<file path="src/rtl/axis_adc_pkg.sv">
`default_nettype none
// ============================================================================
//  Module  : axis_adc_pkg
//  Brief   : Shared constants and helpers for the ADC stream datapath
//            (sample field placement, accumulator sizing, register map).
//  Rev     : 1.0  initial release
// ============================================================================
package axis_adc_pkg;

    // Conversion word layout: signed sample MSB-aligned in the stream word
    localparam int ADC_DATA_WIDTH   = 32;
    localparam int ADC_SAMPLE_WIDTH = 24;
    localparam int ADC_MAX_LOG2_AVG = 8;

    // Register map shared with the SPI ADC front end
    localparam logic [7:0] REG_CTRL      = 8'h00;
    localparam logic [7:0] REG_STATUS    = 8'h04;
    localparam logic [7:0] REG_AVG_CFG   = 8'h08;
    localparam logic [7:0] REG_BLOCK_LEN = 8'h0C;
    localparam logic [7:0] REG_OVERRUN   = 8'h10;
    localparam int         CTRL_EN_BIT   = 0;

    // Bit index of the sample LSB within the stream word
    function automatic int sample_lsb(input int data_width, input int sample_width);
        return data_width - sample_width;
    endfunction

    // Accumulator wide enough for 2^max_log2 full-scale samples
    function automatic int acc_width(input int sample_width, input int max_log2);
        return sample_width + max_log2;
    endfunction

    // Clamp a requested log2 averaging ratio to the supported maximum
    function automatic logic [3:0] clamp_log2(input logic [3:0] req, input int max_log2);
        return (int'(req) > max_log2) ? 4'(max_log2) : req;
    endfunction

endpackage
`default_nettype wire

</file>
<file path="src/rtl/axis_out_reg.sv">
`default_nettype none
// ============================================================================
//  Module  : axis_out_reg
//  Brief   : Single-entry AXI Stream output holding register. A new result
//            loads when the register is empty or draining; otherwise it is
//            dropped and a saturating overrun counter advances.
//  Rev     : 1.0  initial release
// ============================================================================
module axis_out_reg #(
    parameter int WIDTH = 32
) (
    input  logic             aclk,
    input  logic             aresetn,
    input  logic             load,
    input  logic [WIDTH-1:0] load_data,
    input  logic             load_last,
    output logic             loaded,
    output logic [WIDTH-1:0] m_axis_tdata,
    output logic             m_axis_tvalid,
    input  logic             m_axis_tready,
    output logic             m_axis_tlast,
    output logic [15:0]      overrun_count
);

    localparam logic [15:0] OVERRUN_MAX = 16'hFFFF;

    logic drain;
    logic drop;

    assign drain  = m_axis_tvalid & m_axis_tready;
    assign loaded = load & (~m_axis_tvalid | m_axis_tready);
    assign drop   = load & m_axis_tvalid & ~m_axis_tready;

    // Holding register: load a new result, or release the held one on handshake
    always_ff @(posedge aclk or negedge aresetn) begin
        if (!aresetn) begin
            m_axis_tdata  <= '0;
            m_axis_tlast  <= 1'b0;
            m_axis_tvalid <= 1'b0;
        end else if (loaded) begin
            m_axis_tdata  <= load_data;
            m_axis_tlast  <= load_last;
            m_axis_tvalid <= 1'b1;
        end else if (drain) begin
            m_axis_tlast  <= 1'b0;
            m_axis_tvalid <= 1'b0;
        end
    end

    // Saturating count of results that found the output stalled
    always_ff @(posedge aclk or negedge aresetn) begin
        if (!aresetn) begin
            overrun_count <= '0;
        end else if (drop && (overrun_count != OVERRUN_MAX)) begin
            overrun_count <= overrun_count + 16'd1;
        end
    end

endmodule
`default_nettype wire

</file>
<file path="src/rtl/axis_adc_averager.sv">
`default_nettype none
// ============================================================================
//  Module  : axis_adc_averager
//  Brief   : Boxcar decimating averager for the ADC conversion stream.
//            Averages 2^L signed samples, emits one sign-extended result per
//            window with TLAST every cfg_block_len outputs. The input side is
//            never back-pressured; results meeting a stalled output are dropped.
//  Rev     : 1.0  initial release
// ============================================================================
module axis_adc_averager
    import axis_adc_pkg::*;
#(
    parameter int DATA_WIDTH   = ADC_DATA_WIDTH,
    parameter int SAMPLE_WIDTH = ADC_SAMPLE_WIDTH,
    parameter int MAX_LOG2_AVG = ADC_MAX_LOG2_AVG
) (
    input  logic                  aclk,
    input  logic                  aresetn,
    input  logic                  en,
    input  logic [3:0]            cfg_log2_avg,
    input  logic [15:0]           cfg_block_len,
    input  logic [DATA_WIDTH-1:0] s_axis_tdata,
    input  logic                  s_axis_tvalid,
    output logic                  s_axis_tready,
    output logic [DATA_WIDTH-1:0] m_axis_tdata,
    output logic                  m_axis_tvalid,
    input  logic                  m_axis_tready,
    output logic                  m_axis_tlast,
    output logic [15:0]           overrun_count
);

    localparam int ACC_W  = acc_width(SAMPLE_WIDTH, MAX_LOG2_AVG);
    localparam int CNT_W  = MAX_LOG2_AVG + 1;
    localparam int SMP_LSB = sample_lsb(DATA_WIDTH, SAMPLE_WIDTH);

    // Window state
    logic                    ready_q;
    logic signed [ACC_W-1:0] acc;
    logic [CNT_W-1:0]        count;
    logic [3:0]              ratio;

    // Frame state
    logic [15:0]             frame_cnt;
    logic [15:0]             len_q;

    // Datapath wires
    logic                           accept;
    logic [3:0]                     eff_l;
    logic [CNT_W-1:0]               last_idx;
    logic                           complete;
    logic signed [SAMPLE_WIDTH-1:0] sample;
    logic signed [ACC_W-1:0]        sample_ext;
    logic signed [ACC_W-1:0]        sum_next;
    logic signed [ACC_W-1:0]        shifted;
    logic signed [SAMPLE_WIDTH-1:0] avg_sample;
    logic [DATA_WIDTH-1:0]          result;
    logic [15:0]                    eff_len;
    logic                           res_last;
    logic                           loaded;

    // Low word bits carry no sample information
    generate
        if (SMP_LSB > 0) begin : g_unused_low
            logic unused_low_bits;
            assign unused_low_bits = ^s_axis_tdata[SMP_LSB-1:0];
        end
    endgenerate

    assign s_axis_tready = ready_q;
    assign accept        = s_axis_tvalid & ready_q & en;

    // The ratio is sampled from config only at a window start
    assign eff_l      = (count == '0) ? clamp_log2(cfg_log2_avg, MAX_LOG2_AVG) : ratio;
    assign last_idx   = (CNT_W'(1) << eff_l) - CNT_W'(1);
    assign complete   = accept & (count == last_idx);

    assign sample     = s_axis_tdata[DATA_WIDTH-1 -: SAMPLE_WIDTH];
    assign sample_ext = ACC_W'(sample);
    assign sum_next   = (count == '0) ? sample_ext : (acc + sample_ext);
    assign shifted    = sum_next >>> eff_l;
    assign avg_sample = shifted[SAMPLE_WIDTH-1:0];
    assign result     = DATA_WIDTH'(avg_sample);

    // Block length is sampled from config only at a frame start
    assign eff_len  = (frame_cnt == 16'd0) ? cfg_block_len : len_q;
    assign res_last = (eff_len != 16'd0) && (frame_cnt == (eff_len - 16'd1));

    // Input ready rises on the first clock after reset release
    always_ff @(posedge aclk or negedge aresetn) begin
        if (!aresetn) begin
            ready_q <= 1'b0;
        end else begin
            ready_q <= 1'b1;
        end
    end

    // Accumulate samples into the current window; disable discards the window
    always_ff @(posedge aclk or negedge aresetn) begin
        if (!aresetn) begin
            acc   <= '0;
            count <= '0;
            ratio <= '0;
        end else if (!en) begin
            acc   <= '0;
            count <= '0;
        end else if (accept) begin
            if (count == '0) begin
                ratio <= eff_l;
            end
            acc   <= sum_next;
            count <= complete ? '0 : (count + CNT_W'(1));
        end
    end

    // Count loaded results toward TLAST; dropped results do not advance the frame
    always_ff @(posedge aclk or negedge aresetn) begin
        if (!aresetn) begin
            frame_cnt <= '0;
            len_q     <= '0;
        end else if (!en) begin
            frame_cnt <= '0;
        end else if (loaded) begin
            if (frame_cnt == 16'd0) begin
                len_q <= cfg_block_len;
            end
            if ((eff_len == 16'd0) || res_last) begin
                frame_cnt <= '0;
            end else begin
                frame_cnt <= frame_cnt + 16'd1;
            end
        end
    end

    axis_out_reg #(
        .WIDTH (DATA_WIDTH)
    ) u_out_reg (
        .aclk          (aclk),
        .aresetn       (aresetn),
        .load          (complete),
        .load_data     (result),
        .load_last     (res_last),
        .loaded        (loaded),
        .m_axis_tdata  (m_axis_tdata),
        .m_axis_tvalid (m_axis_tvalid),
        .m_axis_tready (m_axis_tready),
        .m_axis_tlast  (m_axis_tlast),
        .overrun_count (overrun_count)
    );

endmodule
`default_nettype wire
</file>
<file path="config.mk">
export PLATFORM = sky130hd
export DESIGN_NAME = axis_adc_averager
export DESIGN_NICKNAME = d
export VERILOG_FILES = /design/src/rtl/axis_adc_pkg.sv /design/src/rtl/axis_out_reg.sv /design/src/rtl/axis_adc_averager.sv
export SDC_FILE = /design/constraint.sdc
export NUM_CORES = 1
export LEC_CHECK = 0
export ABC_CLOCK_PERIOD_IN_PS = 6800
export BUFFER_PORTS_ARGS = -buffer_cell sky130_fd_sc_hd__buf_2
export CORE_UTILIZATION = 50
export CTS_BUF_LIST = sky130_fd_sc_hd__clkbuf_8
export DETAILED_ROUTE_END_ITERATION = 10
export PLACE_DENSITY = 0.74
export SLEW_MARGIN = 20
export SYNTH_ARGS = -nofsm -noshare
export SYNTH_HDL_FRONTEND = slang
export SYNTH_HIERARCHICAL = 1
export SYNTH_SLANG_ARGS = --single-unit
</file>
<file path="constraint.sdc">
create_clock -name aclk -period 6.8 [get_ports aclk]
set_input_delay 1.36 -clock aclk [delete_from_list [all_inputs] [get_ports aclk]]
set_output_delay 1.36 -clock aclk [all_outputs]
set_load 0.05 [all_outputs]
</file>
## Yosys cells after proc, flatten, opt, wreduce, memory -nomap -nowiden

Index checks and enable logic that the tools add are counted.
Widths: inputs -> output; s select.

| operators by class | value |
|---|---|
| equality and inequality tests | 5 |
| reduce and logical (&&, ||, !) cells | 10 |
| multiplexer cells | 15 |
| order comparisons | 1 |
| shifts and indexed selects | 2 |
| $add $sub $neg | 6 |
| bitwise logic cells | 10 |

Operator list:

| operator | count |
|---|---|
| $mux 32 | 3 |
| $mux 16 | 4 |
| $add 16x1->16 const B | 2 |
| $add 32x24->32 | 1 |
| $logic_not 16->1 | 2 |
| $sshr 32x4->24 | 1 |
| $mux 9 | 3 |
| $eq 16x16->1 | 1 |
| $ne 16x16->1 const B | 1 |
| $reduce_bool 16->1 | 1 |
| $sub 16x1->16 const B | 1 |
| $add 9x1->9 const B | 1 |
| $eq 9x9->1 | 1 |
| $logic_not 9->1 | 1 |
| $shl 1x4->9 const A | 1 |
| $sub 9x2->9 const B | 1 |
| $mux 4 | 2 |
| $and 1x1->1 | 7 |
| $gt 4x4->1 const B | 1 |
| $ne 2x1->1 const B | 2 |
| $mux 1 | 3 |
| $reduce_and 3->1 | 1 |
| $logic_and 1x1->1 | 2 |
| $not 1->1 | 2 |
| 4 further kinds | 4 |

| word-level totals | value |
|---|---|
| input bits | 57 |
| output and inout port bits | 51 |
| word-level logic and storage cells | 59 |
| flip-flop bits (word level) | 120 |

## Longest topological paths before layout

Gate-level depths: netlist of the first run.

| depth | value |
|---|---|
| depth after elaboration | 10 |
| mapped depth | 28 |

## By module

The synthesis of the first run kept the hierarchy.

By module, submodules not included:

| module | times used | area each (um2) | cells each |
|---|---|---|---|
| axis_adc_averager | 1 | 9280.2 | 1200 |
| axis_out_reg | 1 | 2090.8 | 154 |

## Worst setup path after synthesis of the first run

Ideal clock, no wire load.

| path | value |
|---|---|
| kind | in2reg |
| start | in cfg_log2_avg[3] |
| end | reg len_q[11] |
| arrival time | 5.784 ns |
| library setup time | 0.125 ns |
| slack | 0.892 ns |
| stages on the path | 22 |
| cell sequence | nand2b_1 -> or3_1 -> nand2_2 -> buf_1 -> nor2_1 -> nand2_1 -> ha_1 -> clkbuf_1 -> xnor2_1 -> o21ai_0 -> o22a_1 -> nor3_1 -> nand2_1 -> a211oi_1 -> nand2_1 -> buf_1 -> inv_1 -> nand2_1 -> clkbuf_1 -> nor2_1 -> clkbuf_1 -> mux2_2 |

| between the ends | value |
|---|---|
| word-level cells in the longest chain between the ends | 9 |

RTL lines:

| element | RTL line | source |
|---|---|---|
| start, declared | axis_adc_averager.sv:20 | `input logic [3:0] cfg_log2_avg,` |
| $gt 4x4->1 | axis_adc_pkg.sv:35 | `return (int'(req) > max_log2) ? 4'(max_log2) : req;` |
| $mux 4 (*) | axis_adc_pkg.sv:35 |  |
| $mux 4 (*) | axis_adc_averager.sv:73 | `assign eff_l = (count == '0) ? clamp_log2(cfg_log2_avg, MAX_LOG2_AVG) : ratio;` |
| $shl 1x4->9 (*) | axis_adc_averager.sv:74 | `assign last_idx = (CNT_W'(1) << eff_l) - CNT_W'(1);` |
| $sub 9x2->9 (*) | axis_adc_averager.sv:74 |  |
| $eq 9x9->1 (*) | axis_adc_averager.sv:75 | `assign complete = accept & (count == last_idx);` |
| $and 1x1->1 (*) | axis_adc_averager.sv:75 |  |
| named net complete | axis_adc_averager.sv:50 | `logic complete;` |
| $and 1x1->1 (*) | axis_out_reg.sv:31 | `assign loaded = load & (~m_axis_tvalid \| m_axis_tready);` |
| named net loaded | axis_adc_averager.sv:59 | `logic loaded;` |
| $reduce_and 2->1 (no line) (*) | - |  |
| end signal, assigned | axis_adc_averager.sv:124 | `len_q <= cfg_block_len;` |
| end, declared | axis_adc_averager.sv:44 | `logic [15:0] len_q;` |

The timed path passes the listed nets; every way through them passes the cells marked *.
A chain may end at the register's enable or synchronous reset.

## Worst setup path in the final report of the first run

| path | value |
|---|---|
| start | reg count[0] |
| end | reg frame_cnt[15] |

| between the ends | value |
|---|---|
| word-level cells in the longest chain between the ends | 8 |

RTL lines:

| element | RTL line | source |
|---|---|---|
| start, declared | axis_adc_averager.sv:39 | `logic [CNT_W-1:0] count;` |
| start signal, assigned | axis_adc_averager.sv:111 | `count <= complete ? '0 : (count + CNT_W'(1));` |
| $logic_not 9->1 | axis_adc_averager.sv:73 |  |
| $mux 4 | axis_adc_averager.sv:73 |  |
| $shl 1x4->9 | axis_adc_averager.sv:74 |  |
| $sub 9x2->9 | axis_adc_averager.sv:74 |  |
| $eq 9x9->1 (*) | axis_adc_averager.sv:75 |  |
| $and 1x1->1 (*) | axis_adc_averager.sv:75 |  |
| named net complete | axis_adc_averager.sv:50 |  |
| $and 1x1->1 (*) | axis_out_reg.sv:31 |  |
| named net loaded | axis_adc_averager.sv:59 |  |
| $ne 2x1->1 (no line) (*) | - |  |
| end signal, assigned | axis_adc_averager.sv:129 | `frame_cnt <= frame_cnt + 16'd1;` |
| end, declared | axis_adc_averager.sv:43 | `logic [15:0] frame_cnt;` |

Marked as above.

==> results of run 1 <==
-- cell usage after synthesis, types with 7 or more instances --
| cell type | instances |
|---|---|
| a31oi_1 | 17 |
| nor4b_1 | 7 |
| or3_1 | 12 |
| and3_1 | 23 |
| a22oi_1 | 7 |
| nor4_1 | 18 |
| inv_1 | 24 |
| a21o_1 | 14 |
| a211oi_1 | 21 |
| nand3_1 | 76 |
| dfrtp_1 | 128 |
| o32ai_1 | 8 |
| buf_2 | 12 |
| a21oi_1 | 53 |
| mux2i_1 | 72 |
| o221ai_1 | 9 |
| a22o_1 | 22 |
| o31ai_1 | 9 |
| nand2b_1 | 15 |
| o21ai_0 | 79 |
| o21a_1 | 10 |
| buf_1 | 13 |
| nand4_1 | 25 |
| xor2_1 | 16 |
| mux2_2 | 55 |
| and2_1 | 8 |
| clkbuf_1 | 63 |
| ha_1 | 39 |
| o211ai_1 | 28 |
| nor2_1 | 76 |
| nor3_1 | 52 |
| nand2_1 | 139 |
| xnor2_1 | 30 |
| o22ai_1 | 10 |
-- power groups by stage --
| stage | registers (mW) | clock network, mW | logic [mW] |
|---|---|---|---|
| floorplan | 0.834 | 0 | 0.501 |
| global placement | 0.823 | 0 | 0.710 |
| detailed placement | 0.823 | 0 | 0.721 |
| CTS | 0.808 | 0.739 | 0.726 |
| global route | 0.812 | 0.766 | 0.811 |
| finish | 0.809 | 0.733 | 0.742 |
-- per-layer routing --
| metal | GRT usage, % | up-vias | routed length (um) |
|---|---|---|---|
| li1 | - | 5243 | - |
| met1 | 38.4 | 5455 | 14600 |
| met2 | 45.6 | 483 | 15000 |
| met3 | 4.61 | 92 | 2230 |
| met4 | 11.7 | 0 | 1190 |
| met5 | 0 | - | 0 |
-- area by class of cell --
cell class / count / area, um^2
timing repair buffer: 121 / 667
fill: 2022 / 9670
clock buffer: 19 / 262
clock inverter: 11 / 155
multi-input combinational: 1108 / 7690
tap: 280 / 350
inverter: 24 / 90.1
sequential: 128 / 3200
-- worst register-to-register path, stage by stage (launching register included) --
cell      delay (ns)
dfrtp_1         0.46
inv_1           0.09
ha_1            0.19
or4b_1          0.69
o21ai_2         0.27
nand2_2         0.32
nor4_1          0.52
inv_1           0.09
ha_1            0.32
or4_1           0.55
o211ai_1        0.13
xor2_1          0.11
nor2_1          0.14
nand2_1         0.07
a211oi_1        0.28
buf_4           0.21
nand2_1         0.09
inv_1           0.12
nand2_1         0.25
nor2_1          0.48
buf_4           0.29
nand2_1         0.13
o211ai_1        0.22
-- registers in the layout, indices dropped and copies added, names as in the netlist --
signal,cells
acc,32
count,9
frame_cnt,16
len_q,16
ratio,4
s_axis_tready,1
u_out_reg/m_axis_tdata,32
u_out_reg/m_axis_tlast,1
u_out_reg/m_axis_tvalid,1
u_out_reg/overrun_count,16
-- worst max path at each step --
stage	slack, ns	end	cells after the start
4_1_cts	0.85	frame_cnt[15]$_DFFE_PN0P_	22
6_report	0.71	frame_cnt[15]$_DFFE_PN0P_	22
3_3_place_gp	0.85	frame_cnt[15]$_DFFE_PN0P_	22
5_1_grt	0.27	frame_cnt[15]$_DFFE_PN0P_	22
3_5_place_dp	0.81	frame_cnt[15]$_DFFE_PN0P_	22
2_1_floorplan	0.89	len_q[11]$_DFFE_PN0P_	22
-- cells in the final DEF, fill, tap and decap left out, types with 7 or more instances in the layout --
| cell type | instances |
|---|---|
| a21oi_1 | 53 |
| or3_1 | 12 |
| and2_1 | 8 |
| nand2b_1 | 15 |
| a31oi_1 | 17 |
| ha_1 | 39 |
| o21a_1 | 10 |
| nor4_1 | 18 |
| and3_1 | 23 |
| a211oi_1 | 21 |
| mux2i_1 | 72 |
| o32ai_1 | 8 |
| o21ai_0 | 79 |
| o22ai_1 | 10 |
| o211ai_1 | 28 |
| buf_2 | 98 |
| nand4_1 | 25 |
| nor2_1 | 75 |
| a22oi_1 | 7 |
| inv_1 | 24 |
| a22o_1 | 22 |
| dfrtp_1 | 128 |
| clkbuf_8 | 19 |
| nand2_1 | 139 |
| o31ai_1 | 9 |
| mux2_2 | 55 |
| xnor2_1 | 30 |
| nor3_1 | 51 |
| o221ai_1 | 9 |
| nand3_1 | 76 |
| buf_4 | 22 |
| a21o_1 | 14 |
| xor2_1 | 16 |
| nor4b_1 | 7 |
-- stage by stage --
| stage | utilization (%) | power, mW |
|---|---|---|
| 6_report | 56.2 | 2.28 |
| 3_3_place_gp | 54.3 | 1.53 |
| 4_1_cts | 56.2 | 2.27 |
| 2_1_floorplan | - | 1.33 |
| 3_5_place_dp | 54.3 | 1.54 |
| 5_1_grt | 56.2 | 2.39 |
-- kinds of logic after synthesis --
group	count (synthesis)
and+or+nand+nor	515
AOI/OAI and AO/OA	373
muxes	133
DFF	128
buffers and inverters	118
xor gates and xnor gates	46
adders and majority gates	40
other	1
==> results.py, run 1 <==
metrics = {
    "status": {
        "status": "complete, but fails checks",
        "violations": "design-rule violations",
    },
    "global_routing": {
        "grt_pass1_vias": 10600,
        "antenna_found_initial": 0,
        "grt.overflow.total": 0,
        "grt_pass1_wl_mm": 54.2,
        "grt_start_max_net_pins": 78,
        "grtUsageTotal_pct": 28.5,
    },
    "setup_path": {
        "end_kind": "flop",
        "startpoint": "count[0]$_DFFE_PN0P_",
        "worstSetupStartpointType": "flop",
        "reg2reg_to": "frame_cnt[15]$_DFFE_PN0P_",
        "rrSetupSlack_ns": 0.71,
        "critical_path.top_delay_family": "simple AND/OR/NAND/NOR gates",
        "crit_required_ns": 7.18,
        "criticalPathCategory": "reg -> reg",
        "reg2reg_depth": 22,
        "timing.rr.start": "count[0]$_DFFE_PN0P_",
        "worst_path_max_delay_cell": "or4b_1",
        "cp_num_buf_inv": 5,
        "cp.arrival_ns": 6.47,
        "cp_max_fo": 19,
        "slowest_delay_ns": 0.69,
        "path_cells": "inv_1 > ha_1 > or4b_1 > o21ai_2 > nand2_2 > nor4_1 > inv_1 > ha_1 > or4_1 > o211ai_1 > xor2_1 > nor2_1 > nand2_1 > a211oi_1 > buf_4 > nand2_1 > inv_1 > nand2_1 > nor2_1 > buf_4 > nand2_1 > o211ai_1",
        "cpMostUsedCell": "nand2_1",
    },
    "power_and_ir_drop": {
        "p_clk_share_pct": 32.1,
        "p_leak_nw": 5.58,
        "switchingPower_mw": 0.857,
        "p_int_mw": 1.43,
        "ir_worst_vdd_uv": 123,
        "cellPowerDensity_nw_per_um2": 184,
        "switching_share_pct": 37.5,
        "comb_power_share_pct": 32.5,
        "p_seq_share_pct": 35.4,
    },
    "synth": {
        "synthMuxAreaShare_pct": 12.7,
        "synth_cell_types": 100,
        "synth_xor_area_share_pct": 3.54,
        "synth_area_leaders": "dfrtp_1, mux2i_1, mux2_2",
        "synthCells": 1354,
        "synthesis.area_um2": 11400,
        "synth_compound_area_share_pct": 22.9,
        "yosys_warnings": 6,
        "synth_top_family_by_area": "simple AND/OR/NAND/NOR gates",
        "synth_adder_area_share_pct": 4.47,
        "synth_top_area_share_pct": 28.2,
        "syn_area_per_cell_um2": 8.40,
        "synth-seq-cells": 128,
        "synthArstFlopShare_pct": 100,
        "synth_edf_count": 0,
        "synth_nets": 1451,
        "yosysTopAreaCell": "dfrtp_1",
        "ys.flop_type": "dfrtp_1",
        "seq_area_frac_synth_pct": 28.2,
        "yosys.area_share.simple_pct": 23.8,
    },
    "clock_network": {
        "h-tree-depth": 4,
        "cts_tree": "yes",
        "clockBufferDepth": 2,
        "cts_hold_buf": 0,
        "cts_setup_buffers": 0,
        "root_buffer": "clkbuf_8",
        "clk_pin_slew_ns": 0.09,
        "clock_latency_ns": 0.46,
        "clkSinkCount": 128,
        "cts_buffers": 17,
        "cts_repair_resize_count": 0,
    },
    "worst_hold_path": {
        "hold-path-endpoint": "acc[24]$_DFFE_PN0P_",
        "hold_depth": 2,
        "min_from": "acc[24]$_DFFE_PN0P_",
        "hold_class": "reg -> reg",
    },
    "placement": {
        "dp_cells": 1661,
        "gp_routability_congestion": 0.979,
        "placed_cell_area_um2": 12000,
        "portBuffers": 99,
        "dp_slack_ns": 0.813,
        "dp_hpwl_mm": 24.1,
    },
    "drt": {
        "routedWlPerCell_um": 19.5,
        "firstDrtPassIters": 11,
        "via_per_inst": 6.67,
        "vias": 11300,
        "ant_nets": 0,
        "wirelength_mm": 33.0,
        "drt_iter0_drc": 1101,
        "drc_errors": 3,
    },
    "timing": {
        "worst_slew_pin_slew_ns": 0.975,
        "fmax_ghz": 0.164,
        "setup_violations": 0,
        "grt_setup_unrepaired": "no",
        "hold_viol_final": 0,
        "hold_slack_ns": 0.485,
        "drv_slew": 0,
        "setup-tns-final_ns": 0,
        "timing.final.ws_setup_ns": 0.713,
        "finalCriticalPeriod_ns": 6.09,
        "skew_ns": 0.0144,
        "finalCritPeriodShare_pct": 89.5,
        "slew_headroom_pct": 35.0,
    },
    "finish": {
        "final_cells": 1691,
        "insertedDiodeCount": 0,
        "drive_gt1_share_pct": 17.7,
        "stdcell_area_um2": 12400,
        "fin_nets": 1497,
        "area_delta_synth_final_pct": 9.23,
    },
    "floorplan": {
        "fp-row-count": 54,
        "ios": 108,
        "fp.dieArea_um2": 23300,
        "fp.coreArea_um2": 22100,
        "die_y_um": 153,
        "initial_utilization_pct": 51.5,
        "die_w_um": 153,
    },
    "run": {
        "cap_violations": 0,
    },
}
Note: power is estimated with default switching activity, not from simulation.
==> run 2, diff against run 1 <==
- CTS_BUF_LIST: sky130_fd_sc_hd__clkbuf_8 -> default
==> run 2 against run 1 <==
  * The flow still finishes with violations (design-rule violations)
  * Final area up 1.5%
  * Count of clock-buffer cells in the layout unchanged
  * Sequential power about the same
  * Register-to-register slack better by 0.09 ns
  * Clock skew down 0.0038 ns
  * Routed wire length up 0.13%
  * First-iteration DRC count up 2.2%
  * Largest cell class unchanged
  * Largest power group is now the clock network
==> results.py, run 2 (synthesis results as in run 1) <==
metrics = {
    "setup_path": {
        "cp_max_fo": 19,
        "critical_path.top_delay_family": "simple AND/OR/NAND/NOR gates",
        "cp_num_buf_inv": 5,
        "slowest_delay_ns": 0.69,
        "criticalPathCategory": "reg -> reg",
        "reg2reg_depth": 22,
        "worst_path_max_delay_cell": "or4b_1",
        "path_cells": "inv_1 > ha_1 > or4b_1 > o21ai_2 > nand2_2 > nor4_1 > inv_1 > ha_1 > or4_1 > o211ai_1 > xor2_1 > nor2_1 > nand2_1 > a211oi_1 > buf_4 > nand2_1 > inv_1 > nand2_1 > nor2_1 > buf_4 > nand2_1 > o211ai_1",
        "cp.arrival_ns": 6.35,
        "rrSetupSlack_ns": 0.80,
        "worstSetupStartpointType": "flop",
        "end_kind": "flop",
        "timing.rr.start": "count[0]$_DFFE_PN0P_",
        "reg2reg_to": "frame_cnt[15]$_DFFE_PN0P_",
        "cpMostUsedCell": "nand2_1",
        "crit_required_ns": 7.15,
    },
    "clock_network": {
        "cts_buffers": 17,
        "h-tree-depth": 4,
        "cts_setup_buffers": 0,
        "cts_hold_buf": 0,
        "clockBufferDepth": 2,
        "clock_latency_ns": 0.43,
        "clkSinkCount": 128,
        "cts_repair_resize_count": 0,
        "root_buffer": "clkbuf_16",
        "cts_tree": "yes",
        "clk_pin_slew_ns": 0.07,
    },
    "placement": {
        "placed_cell_area_um2": 12000,
        "dp_slack_ns": 0.813,
        "dp_hpwl_mm": 24.1,
        "portBuffers": 99,
        "gp_routability_congestion": 0.979,
    },
    "timing": {
        "finalCritPeriodShare_pct": 88.2,
        "timing.final.ws_setup_ns": 0.800,
        "grt_setup_unrepaired": "no",
        "worst_slew_pin_slew_ns": 0.962,
        "hold_viol_final": 0,
        "drv_slew": 0,
        "setup-tns-final_ns": 0,
        "skew_ns": 0.0106,
        "finalCriticalPeriod_ns": 6.00,
        "fmax_ghz": 0.167,
        "setup_violations": 0,
        "slew_headroom_pct": 35.9,
    },
    "finish": {
        "multi_input_area_um2": 7690,
        "top_regs": "acc: 32 flops, u_out_reg/m_axis_tdata: 32 flops",
        "regArea_um2": 3200,
        "insertedDiodeCount": 0,
        "final_util_pct": 57.1,
        "fill_cells": 1985,
        "layout.cells.most_common_list": "nand2_1, dfrtp_1, buf_2",
        "drive_gt1_share_pct": 17.7,
        "stdcell_area_um2": 12600,
        "area_delta_synth_final_pct": 10.9,
        "layout_commonest_cell": "nand2_1",
        "fin_nets": 1497,
    },
    "global_routing": {
        "grt_pass1_wl_mm": 54.5,
        "grt_pass1_vias": 10600,
        "grt.overflow.total": 0,
        "grt_start_max_net_pins": 78,
        "antenna_found_initial": 0,
        "grtUsageTotal_pct": 28.7,
    },
    "floorplan": {
        "fp-row-count": 54,
        "die_y_um": 153,
        "die_w_um": 153,
        "initial_utilization_pct": 51.5,
        "ios": 108,
        "fp.dieArea_um2": 23300,
        "fp.coreArea_um2": 22100,
    },
    "drt": {
        "drt_iter0_drc": 1125,
        "drc_errors": 3,
        "wirelength_mm": 33.1,
        "vias": 11200,
        "routedWlPerCell_um": 19.6,
        "via_per_inst": 6.65,
        "firstDrtPassIters": 11,
        "ant_nets": 0,
    },
    "status": {
        "violations": "design-rule violations",
        "status": "complete, but fails checks",
    },
    "power_and_ir_drop": {
        "cellPowerDensity_nw_per_um2": 200,
        "p_leak_nw": 5.67,
        "ir_worst_vdd_uv": 168,
    },
    "worst_hold_path": {
        "hold_class": "reg -> reg",
        "min_from": "acc[24]$_DFFE_PN0P_",
        "hold_depth": 2,
        "hold-path-endpoint": "acc[24]$_DFFE_PN0P_",
    },
    "run": {
        "cap_violations": 0,
    },
}
[run 2: cell count changes in the layout (fill, tap and decap cells not counted)]
| cell | delta |
|---|---|
| clkbuf_8 | -17 |
| clkbuf_16 | +17 |
[run 2: metrics by stage]
step                      hold WS [ns]  std cells  total power [mW]
after floorplan                  0.443       1354              1.33
after global placement           0.460       1661              1.53
after detailed placement         0.471       1661              1.54
after CTS                        0.483       1691              2.52
after global routing             0.507       1691              2.64
final                            0.480       1691              2.53
[run 2: layout make-up]
cell class / count / area share (%)
clock buffer: 19 / 3.59
clock inverter: 11 / 1.23
inverter: 24 / 0.714
multi-input combinational: 1108 / 61.0
sequential: 128 / 25.4
tap: 280 / 2.78
timing repair buffer: 121 / 5.29
[run 2: how the worst max path moves through the flow]
stage	start	to	slack, ns	cells past startpoint
2_1_floorplan	cfg_log2_avg[3]	len_q[11]$_DFFE_PN0P_	0.89	22
3_3_place_gp	cfg_log2_avg[3]	frame_cnt[15]$_DFFE_PN0P_	0.85	22
3_5_place_dp	cfg_log2_avg[3]	frame_cnt[15]$_DFFE_PN0P_	0.81	22
4_1_cts	count[0]$_DFFE_PN0P_	frame_cnt[15]$_DFFE_PN0P_	0.89	22
5_1_grt	count[0]$_DFFE_PN0P_	frame_cnt[15]$_DFFE_PN0P_	0.34	22
6_report	count[0]$_DFFE_PN0P_	frame_cnt[15]$_DFFE_PN0P_	0.80	22
[run 2: where the power goes]
| part | switching [mW] | leakage (nW) | internal (mW) |
|---|---|---|---|
| Clock | 0.380 | 0.296 | 0.596 |
| Combinational | 0.482 | 3.61 | 0.259 |
| Sequential | 0.0244 | 1.77 | 0.786 |
| Total | 0.887 | 5.67 | 1.64 |
[run 2: worst reg2reg max path, cell delays in order (launching register included)]
cell and delay (ns):
dfrtp_1 0.45, inv_1 0.09, ha_1 0.19, or4b_1 0.69
o21ai_2 0.27, nand2_2 0.32, nor4_1 0.51, inv_1 0.09
ha_1 0.32, or4_1 0.55, o211ai_1 0.13, xor2_1 0.12
nor2_1 0.13, nand2_1 0.07, a211oi_1 0.23, buf_4 0.19
nand2_1 0.09, inv_1 0.12, nand2_1 0.24, nor2_1 0.47
buf_4 0.29, nand2_1 0.13, o211ai_1 0.22
[run 2: layer usage]
| metal | routed length, um | vias to the layer above | track usage [%] |
|---|---|---|---|
| li1 | - | 5257 | - |
| met1 | 14400 | 5412 | 38.5 |
| met2 | 15100 | 473 | 45.8 |
| met3 | 2360 | 95 | 4.92 |
| met4 | 1200 | 0 | 12.1 |
| met5 | 0 | - | 0 |
